## src/rtl/pwm_duty_calculator.sv

```systemverilog
// Three-phase signed voltage command to PWM on-cycle counts, optional min-max zero-sequence injection.
// One shared multiplier sequenced over the phases; accept to pwm_valid is 5 cycles, one command per 6 cycles.
module pwm_duty_calculator #(
  parameter int INPUT_WIDTH   = 16,
  parameter int DATA_WIDTH    = 16,
  parameter int PERIOD        = 3000,
  parameter int MAX_ON_CYCLES = 2980
) (
  input  logic                        clk,
  input  logic                        reset,
  input  logic                        fault,
  input  logic                        zsi_enable,
  input  logic                        in_valid,
  output logic                        in_ready,
  input  logic [3*INPUT_WIDTH-1:0]    in_data,
  output logic                        pwm_valid,
  output logic [3*DATA_WIDTH-1:0]     pwm_data,
  output logic [2:0]                  saturated
);

  localparam int W     = INPUT_WIDTH;
  localparam int PW    = $clog2(PERIOD + 1);
  localparam int PRODW = W + PW;

  typedef enum logic [2:0] {
    S_IDLE,
    S_OFFSET,
    S_MUL_U,
    S_MUL_V,
    S_MUL_W,
    S_DONE
  } state_t;

  state_t state, state_nxt;

  logic signed [W-1:0]    cmd_u, cmd_v, cmd_w;
  logic                   zsi_q;
  logic        [W:0]      off;
  logic        [W:0]      off_nxt;
  logic signed [W-1:0]    mx, mn;
  logic        [W:0]      mm_sum;

  logic        [W-1:0]    x_sel;
  logic        [W:0]      d;
  logic        [W-1:0]    dc;
  logic                   sat_d;
  logic        [W-1:0]    p;
  logic        [PRODW-1:0] prod;
  logic        [PW-1:0]   c;
  logic        [PW-1:0]   c_cl;
  logic                   sat_m;
  logic [DATA_WIDTH-1:0]  phase_out;
  logic                   phase_sat;

  logic [DATA_WIDTH-1:0]  res_u, res_v;
  logic                   sat_u, sat_v;
  logic                   accept;

  assign in_ready  = (state == S_IDLE) & ~fault & ~reset;
  assign accept    = in_valid & in_ready;
  assign pwm_valid = (state == S_DONE) & ~fault;

  always_ff @(posedge clk or posedge reset) begin
    if (reset) state <= S_IDLE;
    else       state <= state_nxt;
  end

  always_comb begin
    state_nxt = state;
    case (state)
      S_IDLE:   if (accept) state_nxt = S_OFFSET;
      S_OFFSET: state_nxt = S_MUL_U;
      S_MUL_U:  state_nxt = S_MUL_V;
      S_MUL_V:  state_nxt = S_MUL_W;
      S_MUL_W:  state_nxt = S_DONE;
      S_DONE:   state_nxt = S_IDLE;
      default:  state_nxt = S_IDLE;
    endcase
    if (fault) state_nxt = S_IDLE;
  end

  // Zero-sequence offset: floor((max + min) / 2) in W+1 bits.
  always_comb begin
    mx = cmd_u;
    if (cmd_v > mx) mx = cmd_v;
    if (cmd_w > mx) mx = cmd_w;
    mn = cmd_u;
    if (cmd_v < mn) mn = cmd_v;
    if (cmd_w < mn) mn = cmd_w;
    mm_sum  = {mx[W-1], mx} + {mn[W-1], mn};
    off_nxt = zsi_q ? {mm_sum[W], mm_sum[W:1]} : '0;
  end

  // Shared per-phase datapath; the phase is selected by the current state.
  always_comb begin
    case (state)
      S_MUL_U: x_sel = cmd_u;
      S_MUL_V: x_sel = cmd_v;
      default: x_sel = cmd_w;
    endcase
    d     = {x_sel[W-1], x_sel} - off;
    sat_d = 1'b0;
    dc    = d[W-1:0];
    if (d[W] != d[W-1]) begin
      sat_d = 1'b1;
      dc    = d[W] ? {1'b1, {(W-1){1'b0}}} : {1'b0, {(W-1){1'b1}}};
    end
    p     = {~dc[W-1], dc[W-2:0]};
    prod  = PRODW'(p) * PRODW'(PERIOD);
    c     = prod[PRODW-1:W];
    sat_m = 1'b0;
    c_cl  = c;
    if (c > PW'(MAX_ON_CYCLES)) begin
      sat_m = 1'b1;
      c_cl  = PW'(MAX_ON_CYCLES);
    end
    phase_out = DATA_WIDTH'(c_cl);
    phase_sat = sat_d | sat_m;
  end

  always_ff @(posedge clk or posedge reset) begin
    if (reset) begin
      cmd_u     <= '0;
      cmd_v     <= '0;
      cmd_w     <= '0;
      zsi_q     <= 1'b0;
      off       <= '0;
      res_u     <= '0;
      res_v     <= '0;
      sat_u     <= 1'b0;
      sat_v     <= 1'b0;
      pwm_data  <= '0;
      saturated <= '0;
    end else begin
      if (accept) begin
        cmd_u <= in_data[3*W-1:2*W];
        cmd_v <= in_data[2*W-1:W];
        cmd_w <= in_data[W-1:0];
        zsi_q <= zsi_enable;
      end
      if (state == S_OFFSET) off <= off_nxt;
      if (state == S_MUL_U) begin
        res_u <= phase_out;
        sat_u <= phase_sat;
      end
      if (state == S_MUL_V) begin
        res_v <= phase_out;
        sat_v <= phase_sat;
      end
      // Outputs only move on a run that reached the last phase without a fault.
      if (state == S_MUL_W && !fault) begin
        pwm_data  <= {res_u, res_v, phase_out};
        saturated <= {sat_u, sat_v, phase_sat};
      end
    end
  end

endmodule
```

## config.mk

```make
export PLATFORM = sky130hd
export DESIGN_NAME = pwm_duty_calculator
export DESIGN_NICKNAME = d
export VERILOG_FILES = /design/src/rtl/pwm_duty_calculator.sv
export SDC_FILE = /design/constraint.sdc
export NUM_CORES = 1
export LEC_CHECK = 0
export CORE_MARGIN = 4
export CORE_UTILIZATION = 60
export DETAILED_ROUTE_END_ITERATION = 16
export PLACE_DENSITY = 0.8
export RECOVER_POWER = 50
export SETUP_SLACK_MARGIN = 0.3
export SLEW_MARGIN = 20
export SYNTH_ARGS = -nofsm -noshare
export SYNTH_HDL_FRONTEND = slang
export SYNTH_SLANG_ARGS = --single-unit
```

## constraint.sdc

```tcl
create_clock -name clk -period 11.9 [get_ports clk]
set_input_delay 2.38 -clock clk [delete_from_list [all_inputs] [get_ports clk]]
set_output_delay 2.38 -clock clk [all_outputs]
set_load 0.05 [all_outputs]
```

==> results.yml <==
setup_path:
  critPathCaptureType: "register"
  crit_slowest_cell: "ha_2"
  worst-setup-path-type: "reg2reg"
  critPathLaunch: "state[2]"
  crit_path_start_kind: "register"
  r2r_slack_ns: 1.10
  r2r-end: "pwm_data[1]"
  cp.depth: 37
  cp_common_cell: "fa_1"
  r2r_cells: 37
  crit_end: "pwm_data[1]"
  crit_fanout: 34
  max_stage_delay_ns: 0.67
  cp.buffers_inverters: 4
  critical_path_arrival_ns: 11.14
  cp_data_required_time_ns: 12.24
  crit_family: "compound AO/OA/AOI/OAI gates"
  rr_startpoint: "state[2]"
final_layout:
  final_cell_area_sq_um: 14200
  final_common_cell: "inv_1"
  fin_nets: 1720
  final_cell_mix: "inv_1 (215), ha_1 (145), nand2_1 (144), dfrtp_1 (132), a21oi_1 (87)"
  stdcell_count: 1735
  drive_gt1_share_pct: 8.19
  areaGrowthSynthToFinish_pct: 13.4
  antennaDiodeCount: 0
logic_synthesis:
  synth_edf_count: 0
  synth-compound-area-share_pct: 14.4
  yosysWarnings: 0
  synthArstFlopShare_pct: 100
  synth_area_per_cell_sq_um: 9.07
  synthSimpleGateAreaFrac_pct: 11.9
  synth_cells: 1382
  synth_cell_type_count: 74
  synth_fa_ha_area_share_pct: 25.6
  synth_ff_type: "dfrtp_1"
  synth_top_family_by_area: "adder cells"
  ys_ff_latch: 133
  synthXorXnorAreaFrac_pct: 2.24
  synth_mux_area_share_pct: 10.5
  syn-cell-area_sq_um: 12500
  synth_seq_area_share_pct: 26.6
die:
  core_sq_um: 20400
  die_w_microns: 153
  die_h_microns: 153
  dieArea_sq_um: 23300
  initial_core_util_pct: 61.5
  io_pins: 106
  rows: 52
placement:
  postPlaceCellArea_sq_um: 13600
  place.gp.congestion: 0.909
  place_inst: 1703
  dp_hpwl_microns: 23000
  port-buffer-count: 93
global_route:
  grt_pass1_wl_microns: 49400
  grtUsageTotal_pct: 25.6
  antenna_found_initial: 0
  grt-ovfl-total: 0
  grt_max_degree: 88
  grt_pass1_vias: 10200
run_status:
  violations: "max-capacitance violations, max-slew violations"
  status: "finished, violations left"
sta:
  slew_headroom_pct: -215
  timing.final.crit_share_pct: 90.8
  fin_crit_ns: 10.80
  drv_slew: 136
  hold_slack_ns: 0.468
  finalSetupViolCount: 0
  worstMarginPinSlew_ns: 4.73
  fmax_mhz: 92.6
  fin_skew_ns: 0.0219
  tns_ns: 0
  hold_viol_final: 0
  rsz0062_at_grt: "false"
clock_tree:
  cts_tree: "done"
  cts.clk_slew.worst_paths_ns: 0.06
  htreeDepth: 4
  root_buffer: "clkbuf_16"
  clk_path_buf_depth: 2
  clkSinkCount: 133
  hold_buffers: 0
  cts_buffers: 17
  insertion_delay_ns: 0.44
flow_run:
  cap_viol_max_count: 2
route:
  drt-total-wl_microns: 29400
  drc: 0
  firstDrtPassIters: 6
  drtIter0Drc: 699
  detail_route.vias_per_cell: 5.77
  vias: 10000
  routedWlPerCell_microns: 16.9
  ant_nets: 0
min_path:
  min_path_type: "reg2reg"
-- cells in the mapped netlist (9+ instances only) --
library cell	count	area share, %
nand3_1	12	0.48
xnor2_1	24	1.7
or3_1	11	0.55
mux2i_1	76	6.1
a21boi_0	9	0.54
inv_1	216	6.5
ha_1	146	15
fa_1	69	11
a21o_1	17	1.0
o22ai_1	19	0.95
mux2_2	49	4.4
nor3_1	15	0.60
o21a_1	10	0.60
nand2_1	145	4.3
nor2_1	63	1.9
buf_1	9	0.27
clkbuf_1	35	1.0
dfrtp_1	133	27
or2_2	9	0.45
a21oi_1	87	3.5
buf_4	12	0.72
o21ai_0	70	2.8
nand4_1	9	0.45
-- routing by layer --
| layer | track usage [%] | vias to the layer above | wire length (microns) |
|---|---|---|---|
| li1 | - | 4815 | - |
| met1 | 33.0 | 4828 | 12600 |
| met2 | 44.5 | 306 | 14700 |
| met3 | 3.38 | 57 | 1340 |
| met4 | 8.99 | 0 | 720 |
| met5 | 0 | - | 0 |
-- cell type report --
type | count | area (sq um)
Tap cell | 270 | 338
Clock buffer | 18 | 429
Sequential cell | 133 | 3330
Multi-Input combinational cell | 983 | 8160
Fill cell | 1584 | 6160
Clock inverter | 14 | 143
Timing Repair Buffer | 101 | 987
Inverter | 216 | 812
-- state kept, by name, summed over array words and instances, names as in the netlist, 3 cells and up --
name,count
cmd_w,16
res_u,12
pwm_data,36
res_v,12
off,16
saturated,3
state,3
cmd_v,16
cmd_u,16
-- cell families after synthesis --
family,after synthesis
XOR/XNOR,32
other,1
buffers and inverters,277
multiplexers,125
flip-flops,133
adder cells (fa/ha/maj),215
AND/OR/NAND/NOR,317
AO/OA/AOI/OAI,282
-- per-stage QoR --
stage               util, %  setup slack [ns]
floorplan                 -              2.10
global placement       66.9              1.17
detailed placement     66.9             0.664
CTS                    69.7             0.586
global route           69.7             0.361
finish                 69.7              1.10
-- how the worst min path moves through the flow --
| stage | endpoint | cells past startpoint | start | slack, ns |
|---|---|---|---|---|
| finish | pwm_data[43] | 2 | pwm_data[43] | 0.47 |
| global route | pwm_data[23] | 2 | pwm_data[23] | 0.49 |
| CTS | pwm_data[32] | 2 | pwm_data[32] | 0.48 |
| detailed placement | pwm_data[35] | 2 | res_u[3] | 0.46 |
| global placement | pwm_data[18] | 2 | res_v[2] | 0.45 |
| floorplan | pwm_data[34] | 2 | res_u[2] | 0.43 |
-- worst reg2reg max path, delay by kind of cell (launching register included) --
| kind | cells | cell delay (ns) |
|---|---|---|
| xor+xnor | 1 | 0.58 |
| compound gates | 16 | 4.20 |
| flops | 1 | 0.44 |
| fa+ha+maj | 8 | 3.69 |
| simple gates | 8 | 1.42 |
| buf+inv | 4 | 0.39 |
-- what timing repair did --
action                                  CTS  global route
endpoints found under the setup margin    0            39
endpoints found under the hold margin     0             0
gates resized for setup                   0             3
setup buffers                             0             0
Power is left out: the tool's default activity adds up to more than one toggle a clock period on the data nets, which glitch-free logic cannot reach.
